[config.mk]
export PLATFORM = sky130hd
export DESIGN_NAME = dfr_node_sequencer_flat
export DESIGN_NICKNAME = d
export VERILOG_FILES = /design/src/rtl/dfr_node_sequencer_if.sv /design/src/rtl/dfr_node_sequencer.sv /design/src/flat_wrapper.sv
export SDC_FILE = /design/constraint.sdc
export NUM_CORES = 1
export LEC_CHECK = 0
export BUFFER_PORTS_ARGS = -buffer_cell sky130_fd_sc_hd__buf_2
export CORE_ASPECT_RATIO = 1.2
export CORE_MARGIN = 3
export CORE_UTILIZATION = 61
export CTS_CLUSTER_DIAMETER = 200
export CTS_CLUSTER_SIZE = 16
export DETAILED_ROUTE_END_ITERATION = 8
export PLACE_DENSITY_LB_ADDON = 0.2
export SLEW_MARGIN = 20
export SYNTH_ARGS = -nofsm -noshare
export SYNTH_HDL_FRONTEND = slang
export SYNTH_SLANG_ARGS = --single-unit
[constraint.sdc]
create_clock -name clk -period 11.9 [get_ports clk]
set_input_delay 0.595 -clock clk [delete_from_list [all_inputs] [get_ports clk]]
set_output_delay 0.595 -clock clk [all_outputs]
set_load 0.05 [all_outputs]
[src/rtl/dfr_node_sequencer_if.sv]
// Handshake bundle between the DFR node sequencer, its sample source, the ASIC
// function interface and the node-state consumer.
interface dfr_node_sequencer_if #(
    parameter int NUM_NODES = 16
);
    localparam int IDX_W = $clog2(NUM_NODES);

    logic [15:0]          sample_in;
    logic                 sample_valid;
    logic                 sample_ready;
    logic [NUM_NODES-1:0] mask;
    logic [15:0]          asic_data_in;
    logic                 asic_start;
    logic                 xadc_data_valid;
    logic [15:0]          xadc_data_out;
    logic [15:0]          node_out;
    logic                 node_out_valid;
    logic [IDX_W-1:0]     node_index;
    logic                 frame_done;
    logic                 timeout_err;

    // master: environment side (sample source, ASIC stub, node consumer)
    modport master (
        output sample_in, sample_valid, mask, xadc_data_valid, xadc_data_out,
        input  sample_ready, asic_data_in, asic_start, node_out, node_out_valid,
               node_index, frame_done, timeout_err
    );

    // slave: the sequencer itself
    modport slave (
        input  sample_in, sample_valid, mask, xadc_data_valid, xadc_data_out,
        output sample_ready, asic_data_in, asic_start, node_out, node_out_valid,
               node_index, frame_done, timeout_err
    );
endinterface

[src/rtl/dfr_node_sequencer.sv]
// Delayed-feedback reservoir node sequencer: walks NUM_NODES virtual nodes per sample.
// Optional macro DFR_TIMEOUT_EN adds a TIMEOUT_CYCLES watchdog on each conversion.
module dfr_node_sequencer #(
    parameter int NUM_NODES      = 16,
    parameter int TIMEOUT_CYCLES = 4096
) (
    input logic                 clk,
    input logic                 rst,
    dfr_node_sequencer_if.slave bus
);
    localparam int DATA_W = 16;
    localparam int IDX_W  = $clog2(NUM_NODES);
    localparam logic [IDX_W-1:0] LAST_NODE = IDX_W'(NUM_NODES - 1);

    if (NUM_NODES < 2 || NUM_NODES > 256 || (NUM_NODES & (NUM_NODES - 1)) != 0) begin : g_bad_nodes
        $error("NUM_NODES must be a power of two in 2..256");
    end
    if (TIMEOUT_CYCLES < 1) begin : g_bad_timeout
        $error("TIMEOUT_CYCLES must be at least 1");
    end

    typedef enum logic [1:0] {IDLE, LOAD, WAIT, STORE} state_t;

    state_t            state;
    logic [DATA_W-1:0] sample_q;
    logic [IDX_W-1:0]  node_k;
    logic [IDX_W-1:0]  node_nxt;
    logic [DATA_W-1:0] mem [NUM_NODES];
    logic              xv_q;
    logic              xv_rise;
    logic              wait_done;
    logic              timeout_hit;
    logic [DATA_W-1:0] result;

    // Half-scale input plus half-scale feedback; two halves of 16-bit words never overflow.
    function automatic logic [DATA_W-1:0] drive_word(input logic [DATA_W-1:0] s,
                                                     input logic              m,
                                                     input logic [DATA_W-1:0] fb);
        logic [DATA_W-1:0] masked;
        masked = m ? s : '0;
        return (masked >> 1) + (fb >> 1);
    endfunction

    assign node_nxt = node_k + IDX_W'(1);
    assign xv_rise  = bus.xadc_data_valid && !xv_q;

`ifdef DFR_TIMEOUT_EN
    localparam int TO_W = $clog2(TIMEOUT_CYCLES + 1);
    logic [TO_W-1:0] wait_cnt;

    assign timeout_hit = (state == WAIT) && !xv_rise && (wait_cnt == TO_W'(TIMEOUT_CYCLES - 1));

    always_ff @(posedge clk or posedge rst) begin
        if (rst) begin
            wait_cnt        <= '0;
            bus.timeout_err <= 1'b0;
        end else begin
            bus.timeout_err <= timeout_hit;
            if (state != WAIT)
                wait_cnt <= '0;
            else
                wait_cnt <= wait_cnt + TO_W'(1);
        end
    end
`else
    assign timeout_hit     = 1'b0;
    assign bus.timeout_err = 1'b0;
`endif

    // A timed-out conversion is reported as a zero result.
    always_comb begin
        wait_done = (state == WAIT) && (xv_rise || timeout_hit);
        result    = xv_rise ? bus.xadc_data_out : '0;
    end

    always_ff @(posedge clk or posedge rst) begin
        if (rst) begin
            state              <= IDLE;
            sample_q           <= '0;
            node_k             <= '0;
            xv_q               <= 1'b0;
            for (int i = 0; i < NUM_NODES; i++)
                mem[i] <= '0;
            bus.sample_ready   <= 1'b1;
            bus.asic_data_in   <= '0;
            bus.asic_start     <= 1'b0;
            bus.node_out       <= '0;
            bus.node_out_valid <= 1'b0;
            bus.node_index     <= '0;
            bus.frame_done     <= 1'b0;
        end else begin
            xv_q               <= bus.xadc_data_valid;
            bus.asic_start     <= 1'b0;
            bus.node_out_valid <= 1'b0;
            bus.frame_done     <= 1'b0;

            case (state)
                IDLE: begin
                    if (bus.sample_valid) begin
                        sample_q         <= bus.sample_in;
                        node_k           <= '0;
                        bus.asic_data_in <= drive_word(bus.sample_in, bus.mask[0], mem[0]);
                        bus.asic_start   <= 1'b1;
                        bus.sample_ready <= 1'b0;
                        state            <= LOAD;
                    end
                end

                LOAD: state <= WAIT;

                // Node outputs are registered here so they appear one cycle after the edge.
                WAIT: begin
                    if (wait_done) begin
                        bus.node_out       <= result;
                        bus.node_index     <= node_k;
                        bus.node_out_valid <= 1'b1;
                        bus.frame_done     <= (node_k == LAST_NODE);
                        state              <= STORE;
                    end
                end

                STORE: begin
                    mem[node_k] <= bus.node_out;
                    if (node_k == LAST_NODE) begin
                        bus.sample_ready <= 1'b1;
                        state            <= IDLE;
                    end else begin
                        node_k           <= node_nxt;
                        bus.asic_data_in <= drive_word(sample_q, bus.mask[node_nxt], mem[node_nxt]);
                        bus.asic_start   <= 1'b1;
                        state            <= LOAD;
                    end
                end

                default: state <= IDLE;
            endcase
        end
    end
endmodule

[src/flat_wrapper.sv]
// flat-port wrapper written by rule: the top's interface ports become plain ports
module dfr_node_sequencer_flat 
#(
    parameter int NUM_NODES      = 16,
    parameter int TIMEOUT_CYCLES = 4096
)
  (clk, rst, bus_sample_in, bus_sample_valid, bus_mask, bus_xadc_data_valid, bus_xadc_data_out, bus_sample_ready, bus_asic_data_in, bus_asic_start, bus_node_out, bus_node_out_valid, bus_node_index, bus_frame_done, bus_timeout_err);
  dfr_node_sequencer_if #(.NUM_NODES(NUM_NODES)) bus_i ();
  input logic clk;
  input logic rst;
  input wire logic [$bits(bus_i.sample_in)-1:0] bus_sample_in;
  input wire logic [$bits(bus_i.sample_valid)-1:0] bus_sample_valid;
  input wire logic [$bits(bus_i.mask)-1:0] bus_mask;
  input wire logic [$bits(bus_i.xadc_data_valid)-1:0] bus_xadc_data_valid;
  input wire logic [$bits(bus_i.xadc_data_out)-1:0] bus_xadc_data_out;
  output wire logic [$bits(bus_i.sample_ready)-1:0] bus_sample_ready;
  output wire logic [$bits(bus_i.asic_data_in)-1:0] bus_asic_data_in;
  output wire logic [$bits(bus_i.asic_start)-1:0] bus_asic_start;
  output wire logic [$bits(bus_i.node_out)-1:0] bus_node_out;
  output wire logic [$bits(bus_i.node_out_valid)-1:0] bus_node_out_valid;
  output wire logic [$bits(bus_i.node_index)-1:0] bus_node_index;
  output wire logic [$bits(bus_i.frame_done)-1:0] bus_frame_done;
  output wire logic [$bits(bus_i.timeout_err)-1:0] bus_timeout_err;
  assign bus_i.sample_in = bus_sample_in;
  assign bus_i.sample_valid = bus_sample_valid;
  assign bus_i.mask = bus_mask;
  assign bus_i.xadc_data_valid = bus_xadc_data_valid;
  assign bus_i.xadc_data_out = bus_xadc_data_out;
  assign bus_sample_ready = bus_i.sample_ready;
  assign bus_asic_data_in = bus_i.asic_data_in;
  assign bus_asic_start = bus_i.asic_start;
  assign bus_node_out = bus_i.node_out;
  assign bus_node_out_valid = bus_i.node_out_valid;
  assign bus_node_index = bus_i.node_index;
  assign bus_frame_done = bus_i.frame_done;
  assign bus_timeout_err = bus_i.timeout_err;
  dfr_node_sequencer #(.NUM_NODES(NUM_NODES), .TIMEOUT_CYCLES(TIMEOUT_CYCLES)) u_core (.clk(clk), .rst(rst), .bus(bus_i));
endmodule
# Yosys cells after proc, flatten, opt, wreduce, memory -nomap -nowiden
# Cells that the tools add are included.
word_totals:
  reg_bits: 319
  latchBits: 0
  ram_bits: 0
  romBits: 0
  in_bits: 52
  out_inout_bits: 41
  memories: 0
op_classes:
  n_addsub: 3
  multipliers: 0
  n_div: 0
  n_lt_le_gt_ge: 4
  eq_ne: 8
  n_shift: 0
  muxes: 31
  bitwise: 2
  reduce_logical: 11
op_table:
  columns: ["cell", "count"]
  rows:
  - ["bitwise mux 256 bit", 1]
  - ["two-way mux 16 bit", 8]
  - ["binary-select mux 16 bit (select 4 bit)", 1]
  - ["demux 16 bit (select 4 bit)", 1]
  - ["adder 15 x 15 -> 16 bit", 2]
  - ["case mux 16 bit (2 select lines)", 1]
  - ["greater-or-equal comparator 5 bit (second input constant)", 2]
  - ["two-way mux 1 bit", 10]
  - ["NOT 4 -> 5 bit", 2]
  - ["two-way mux 4 bit", 2]
  - ["case mux 2 bit (4 select lines)", 1]
  - ["case mux 4 bit (2 select lines)", 1]
  - ["AND reduction 2 bit", 3]
  - ["AND reduction 3 bit", 2]
  - ["< comparator 4 x 5 -> 1 bit (second input constant)", 1]
  - ["< comparator 5 x 1 -> 1 bit (second input constant)", 1]
  - ["adder 4 x 1 -> 4 bit (second input constant)", 1]
  - ["binary-select mux 1 bit (select 4 bit)", 1]
  - ["== test 2 bit (second input constant)", 2]
  - ["== test 4 bit (second input constant)", 1]
  - ["two-way mux 2 bit", 2]
  - ["!= test 2 x 1 -> 1 bit (second input constant)", 2]
  - ["!= test 2 bit (second input constant)", 2]
  - ["case mux 1 bit (2 select lines)", 2]
  - ["other kinds (5)", 7]

# Longest topological paths before layout
depth:
  word_depth: 8
  depth_mapped: 21
  mapped_depth_nobuf: 16

# Least setup slack after synthesis
# No wires, ideal clock.
synth_path:
  path_type: "register -> register"
  startpoint: "register u_core.node_k[0]"
  endpoint: "register u_core.bus.asic_data_in[13]"
  arrival_time_ps: 4643
  required_time_ps: 11777
  setup_slack_ps: 7134
  stages_incl_launch_ff: 19
  path_buffers: 7
  synth_period_minus_slack_ps: 4766
  cell_sequence: "dfrtp_1 buf_2 buf_4 buf_2 buf_2 inv_1 ha_1 buf_2 buf_2 buf_1 mux4_2 mux4_2 ha_1 a21o_1 a31o_2 o2111a_1 a211oi_1 xnor2_1 o221a_2"
synth_between:
  elab_chain_len: 8
  word_cells_on_any_way: 14
  cone_classes: "add/sub (2); eq/ne (2); mux (8); bitwise (1); reduce/logical (1)"
synth_rtl:
  columns: ["element", "line", "text"]
  rows:
  - ["start: declaration", "dfr_node_sequencer.sv:26", "logic [IDX_W-1:0] node_k;"]
  - ["start signal: assignment", "dfr_node_sequencer.sv:128", "node_k <= node_nxt;"]
  - ["adder 4 x 1 -> 4 bit", "dfr_node_sequencer.sv:44", "assign node_nxt = node_k + IDX_W'(1);"]
  - ["NOT 4 -> 5 bit (not written as such)", "dfr_node_sequencer.sv:129", "bus.asic_data_in <= drive_word(sample_q, bus.mask[node_nxt], mem[node_nxt]);"]
  - ["binary-select mux 16 bit (select 4 bit)", "dfr_node_sequencer.sv:129", null]
  - ["two-way mux 16 bit (not written as such) (2 in series)", "dfr_node_sequencer.sv:129", null]
  - ["adder 15 x 15 -> 16 bit", "dfr_node_sequencer.sv:41", "return (masked >> 1) + (fb >> 1);"]
  - ["two-way mux 16 bit", "dfr_node_sequencer.sv:124", "if (node_k == LAST_NODE) begin"]
  - ["case mux 16 bit (2 select lines)", "dfr_node_sequencer.sv:97", "case (state)"]
  - ["end signal: assignment", "dfr_node_sequencer.sv:102", "bus.asic_data_in <= drive_word(bus.sample_in, bus.mask[0], mem[0]);"]
  - ["end signal: assignment", "dfr_node_sequencer.sv:129", null]
  - ["end: declaration", "dfr_node_sequencer_if.sv:32", "output sample_ready, asic_data_in, asic_start, node_out, node_out_valid,"]
# Several ways; a longest one is shown, not always the timed one. The select of a mux whose other input is x is not followed.
# A chain may end at the register's enable or synchronous reset.

# Final worst setup path
layout_path:
  startpoint: "register u_core.node_k[0]"
  endpoint: "register u_core.bus.asic_data_in[14]"
# The elaborated chain is that of the path after synthesis.

==> out/qor.csv <==
metric,value,unit
status,"complete, no violations",
fin_crit_sh,46.0,%
synth_seq_cells,302,
cap_violations,0,
numCtsBuffers,22,
syn_nets,1226,
crit_path_start_kind,flop,
synth_cells,1135,
grt_start_max_net_pins,186,
crit_end,u_core.bus.asic_data_in[14]$_DFFE_PP0P_,
cts_tree,built,
synthArstFlopShare,100,%
final_hold_viol_count,0,
cp_cell_sequence,inv_1 -> ha_4 -> buf_4 -> mux4_2 -> nor2b_1 -> a211oi_1 -> a21oi_1 -> buf_4 -> and2_1 -> ha_1 -> inv_1 -> fa_1 -> nor2b_1 -> o2111ai_1 -> a21bo_2 -> o211a_1 -> mux2i_1 -> a221o_1,
core_area,24100,sq um
fin_tns_setup,0,ps
final_common_cell,dfrtp_1,
power_density,210,nW/um^2
path_max_fanout,46,
cts_resized,0,
fmax,183,MHz
final_cell_mix,"dfrtp_1 (300), mux2_2 (241), nand2_1 (146), buf_2 (90), mux4_2 (79)",
startpoint,u_core.node_k[0]$_DFFE_PP0P_,
p_leak,7.98,nW
die_y,178,um
rr_worst_depth,18,
r2r-end,u_core.bus.asic_data_in[14]$_DFFE_PP0P_,
place_inst,1480,
synth_seq_area_share,50.2,%
drc_errors,0,
areaGrowthSynthToFinish,8.24,%
stdcell_count,1511,
tightest_slew,1090,ps
slowest_stage,dfrtp_4,
fp.dieArea,26600,sq um
drive_gt1_share,38.5,%
grt_pass1_wl,53700,um
worstPathRequired,12310,ps
fin_nets,1275,
critPathMaxStageDelay,750,ps
avgRoutedWirePerCell,22.3,um
relSlewSlack,27.1,%
viasPerCell,6.25,
cts.hold.buffers_added,0,
std_cell_rows,62,
r2r_start,u_core.node_k[0]$_DFFE_PP0P_,
irDropWorstVdd,131,uV
clk_latency,520,ps
grt.total_usage,26.0,%
diodes,0,
rsz0062_at_grt,no,
place_congestion,0.854,
ff2ff_setup_slack,6430,ps
dp_slack,6380,ps
vias,9444,
min_period,5470,ps
synth_top_flop_cell,dfrtp_1,
initial_utilization,62.4,%
postRouteWirelength,33800,um
critPathCaptureType,flop,
pin_count,93,
root_buffer,clkbuf_16,
holdCritPathClass,in -> reg,
whs,225,ps
synth_edf_count,0,
arrival,5880,ps
die_width,149,um
grt_antenna_before_repair,0,
io_buffers,90,
numClockSinks,302,
synth.distinct_cells,61,
worst_clock_skew,16.3,ps
crit_type,reg -> reg,
slew_violations,0,
drtAntennaViolNets,0,
yosysWarnings,0,
gr-total-overflow,0,
drt_first_pass_iters,5,
setup-violations-final,0,
dp_hpwl,21900,um
setup_slack,6430,ps
syn_avg_cell_area,13.3,sq um
syn_area,15100,sq um
grt_pass1_vias,9565,
drt_iter0_markers,702,
post_cts.repair.setup_buffers,0,
ctsHtreeMaxLevel,1,
clk_path_buf_depth,3,
clkSlewWorstSetupHoldPaths,80,ps
## area by class of cell
type	count	area, sq um
well taps	320	400
fillers	1708	7820
clock buffers	31	616
flip-flops and latches	302	7560
multi-input cells	744	7130
inverters	14	60.1
repair buffers	100	538
## through the flow
stage                     instance area, sq um  util [%]  total power (W)
after floorplan                          15100         -          0.00240
after global placement                   15700      65.0          0.00272
after detailed placement                 15700      65.0          0.00274
after CTS                                16300      67.6          0.00344
after global routing                     16300      67.6          0.00363
final                                    16300      67.6          0.00343
## state kept, by name, summed over array words and instances (netlist names)
| signal | cells |
|---|---|
| u_core.bus.asic_data_in | 16 |
| u_core.bus.asic_start | 1 |
| u_core.bus.frame_done | 1 |
| u_core.bus.node_index | 4 |
| u_core.bus.node_out | 16 |
| u_core.bus.node_out_valid | 1 |
| u_core.bus.sample_ready | 1 |
| u_core.mem | 240 |
| u_core.node_k | 4 |
| u_core.sample_q | 15 |
| u_core.state | 2 |
| u_core.xv_q | 1 |
## how the worst min path moves through the flow
stage / start / end / slack [ps] / depth (start not counted)
floorplan: u_core.mem[15]$_DFFE_PP0P_ / u_core.mem[15]$_DFFE_PP0P_ / 440 / 2
global placement: u_core.mem[5]$_DFFE_PP0P_ / u_core.mem[5]$_DFFE_PP0P_ / 450 / 2
detailed placement: u_core.bus.node_out[0]$_DFFE_PP0P_ / u_core.bus.node_out[0]$_DFFE_PP0P_ / 460 / 2
CTS: bus_xadc_data_valid / u_core.xv_q$_DFF_PP0_ / 200 / 1
global route: bus_xadc_data_valid / u_core.xv_q$_DFF_PP0_ / 210 / 1
finish: bus_xadc_data_valid / u_core.xv_q$_DFF_PP0_ / 230 / 1
## cell families after synthesis
kind of cell / share of synthesized area (%)
flip-flops: 50.2
other: 0.0249
AND/OR/NAND/NOR: 7.65
XOR/XNOR: 1.40
multiplexers: 30.2
buffers and inverters: 2.66
AO/OA/AOI/OAI: 4.54
adder cells (fa/ha/maj): 3.34
## synthesized netlist by cell type (2+ instances only)
| library cell | instances | area, sq um |
|---|---|---|
| fa_1 | 2 | 40.0 |
| a22oi_1 | 2 | 15.0 |
| or3_1 | 3 | 18.8 |
| a31oi_1 | 7 | 43.8 |
| a21oi_1 | 29 | 145 |
| nor3b_1 | 2 | 15.0 |
| mux2_2 | 241 | 2710 |
| nand2b_1 | 4 | 25.0 |
| buf_4 | 3 | 22.5 |
| buf_2 | 25 | 125 |
| xnor2_1 | 13 | 114 |
| nand4_1 | 4 | 25.0 |
| o221ai_1 | 2 | 17.5 |
| clkbuf_1 | 42 | 158 |
| a21o_1 | 7 | 52.6 |
| buf_6 | 3 | 33.8 |
| mux4_2 | 79 | 1780 |
| ha_1 | 37 | 463 |
| nor3_1 | 4 | 20.0 |
| nor2b_1 | 5 | 31.3 |
| a221oi_1 | 2 | 17.5 |
| and2_1 | 34 | 213 |
| and4_1 | 3 | 26.3 |
| o21ai_0 | 31 | 155 |
| xor2_1 | 6 | 52.6 |
| and3_1 | 3 | 18.8 |
| nand3_1 | 11 | 55.1 |
| o21a_1 | 5 | 37.5 |
| nor2_1 | 21 | 78.8 |
| mux2i_1 | 6 | 60.1 |
| nand3b_1 | 3 | 22.5 |
| o211a_1 | 2 | 20.0 |
| dfrtp_1 | 301 | 7530 |
| nand2_1 | 146 | 548 |
| nand4b_1 | 2 | 17.5 |
| a211oi_1 | 3 | 22.5 |
| inv_1 | 13 | 48.8 |
| a31o_2 | 3 | 26.3 |
| o21bai_1 | 4 | 30.0 |
## per-layer routing
metal  up-vias  wire (um)  track usage (%)
met5         -          0                0
met4         0        707             6.41
met3        52       1360             2.67
met2       237      17000             44.6
met1      4939      14700             36.1
li1       4216          -                -
## critical path, delay by kind of cell, from the launching register on
family                   cells  cell delay [ps]
buffers and inverters        4             1220
AND/OR/NAND/NOR              3              490
flip-flops                   1              750
multiplexers                 2              460
adder cells (fa/ha/maj)      3             1180
AO/OA/AOI/OAI                6             1220
## power breakdown
part           switching (W)  total, W  internal [W]
clock               0.000339  0.000696      0.000357
combinational       0.000799   0.00134      0.000540
sequential          0.000208   0.00139       0.00118
No activity file was read; power rests on OpenSTA's default activity.
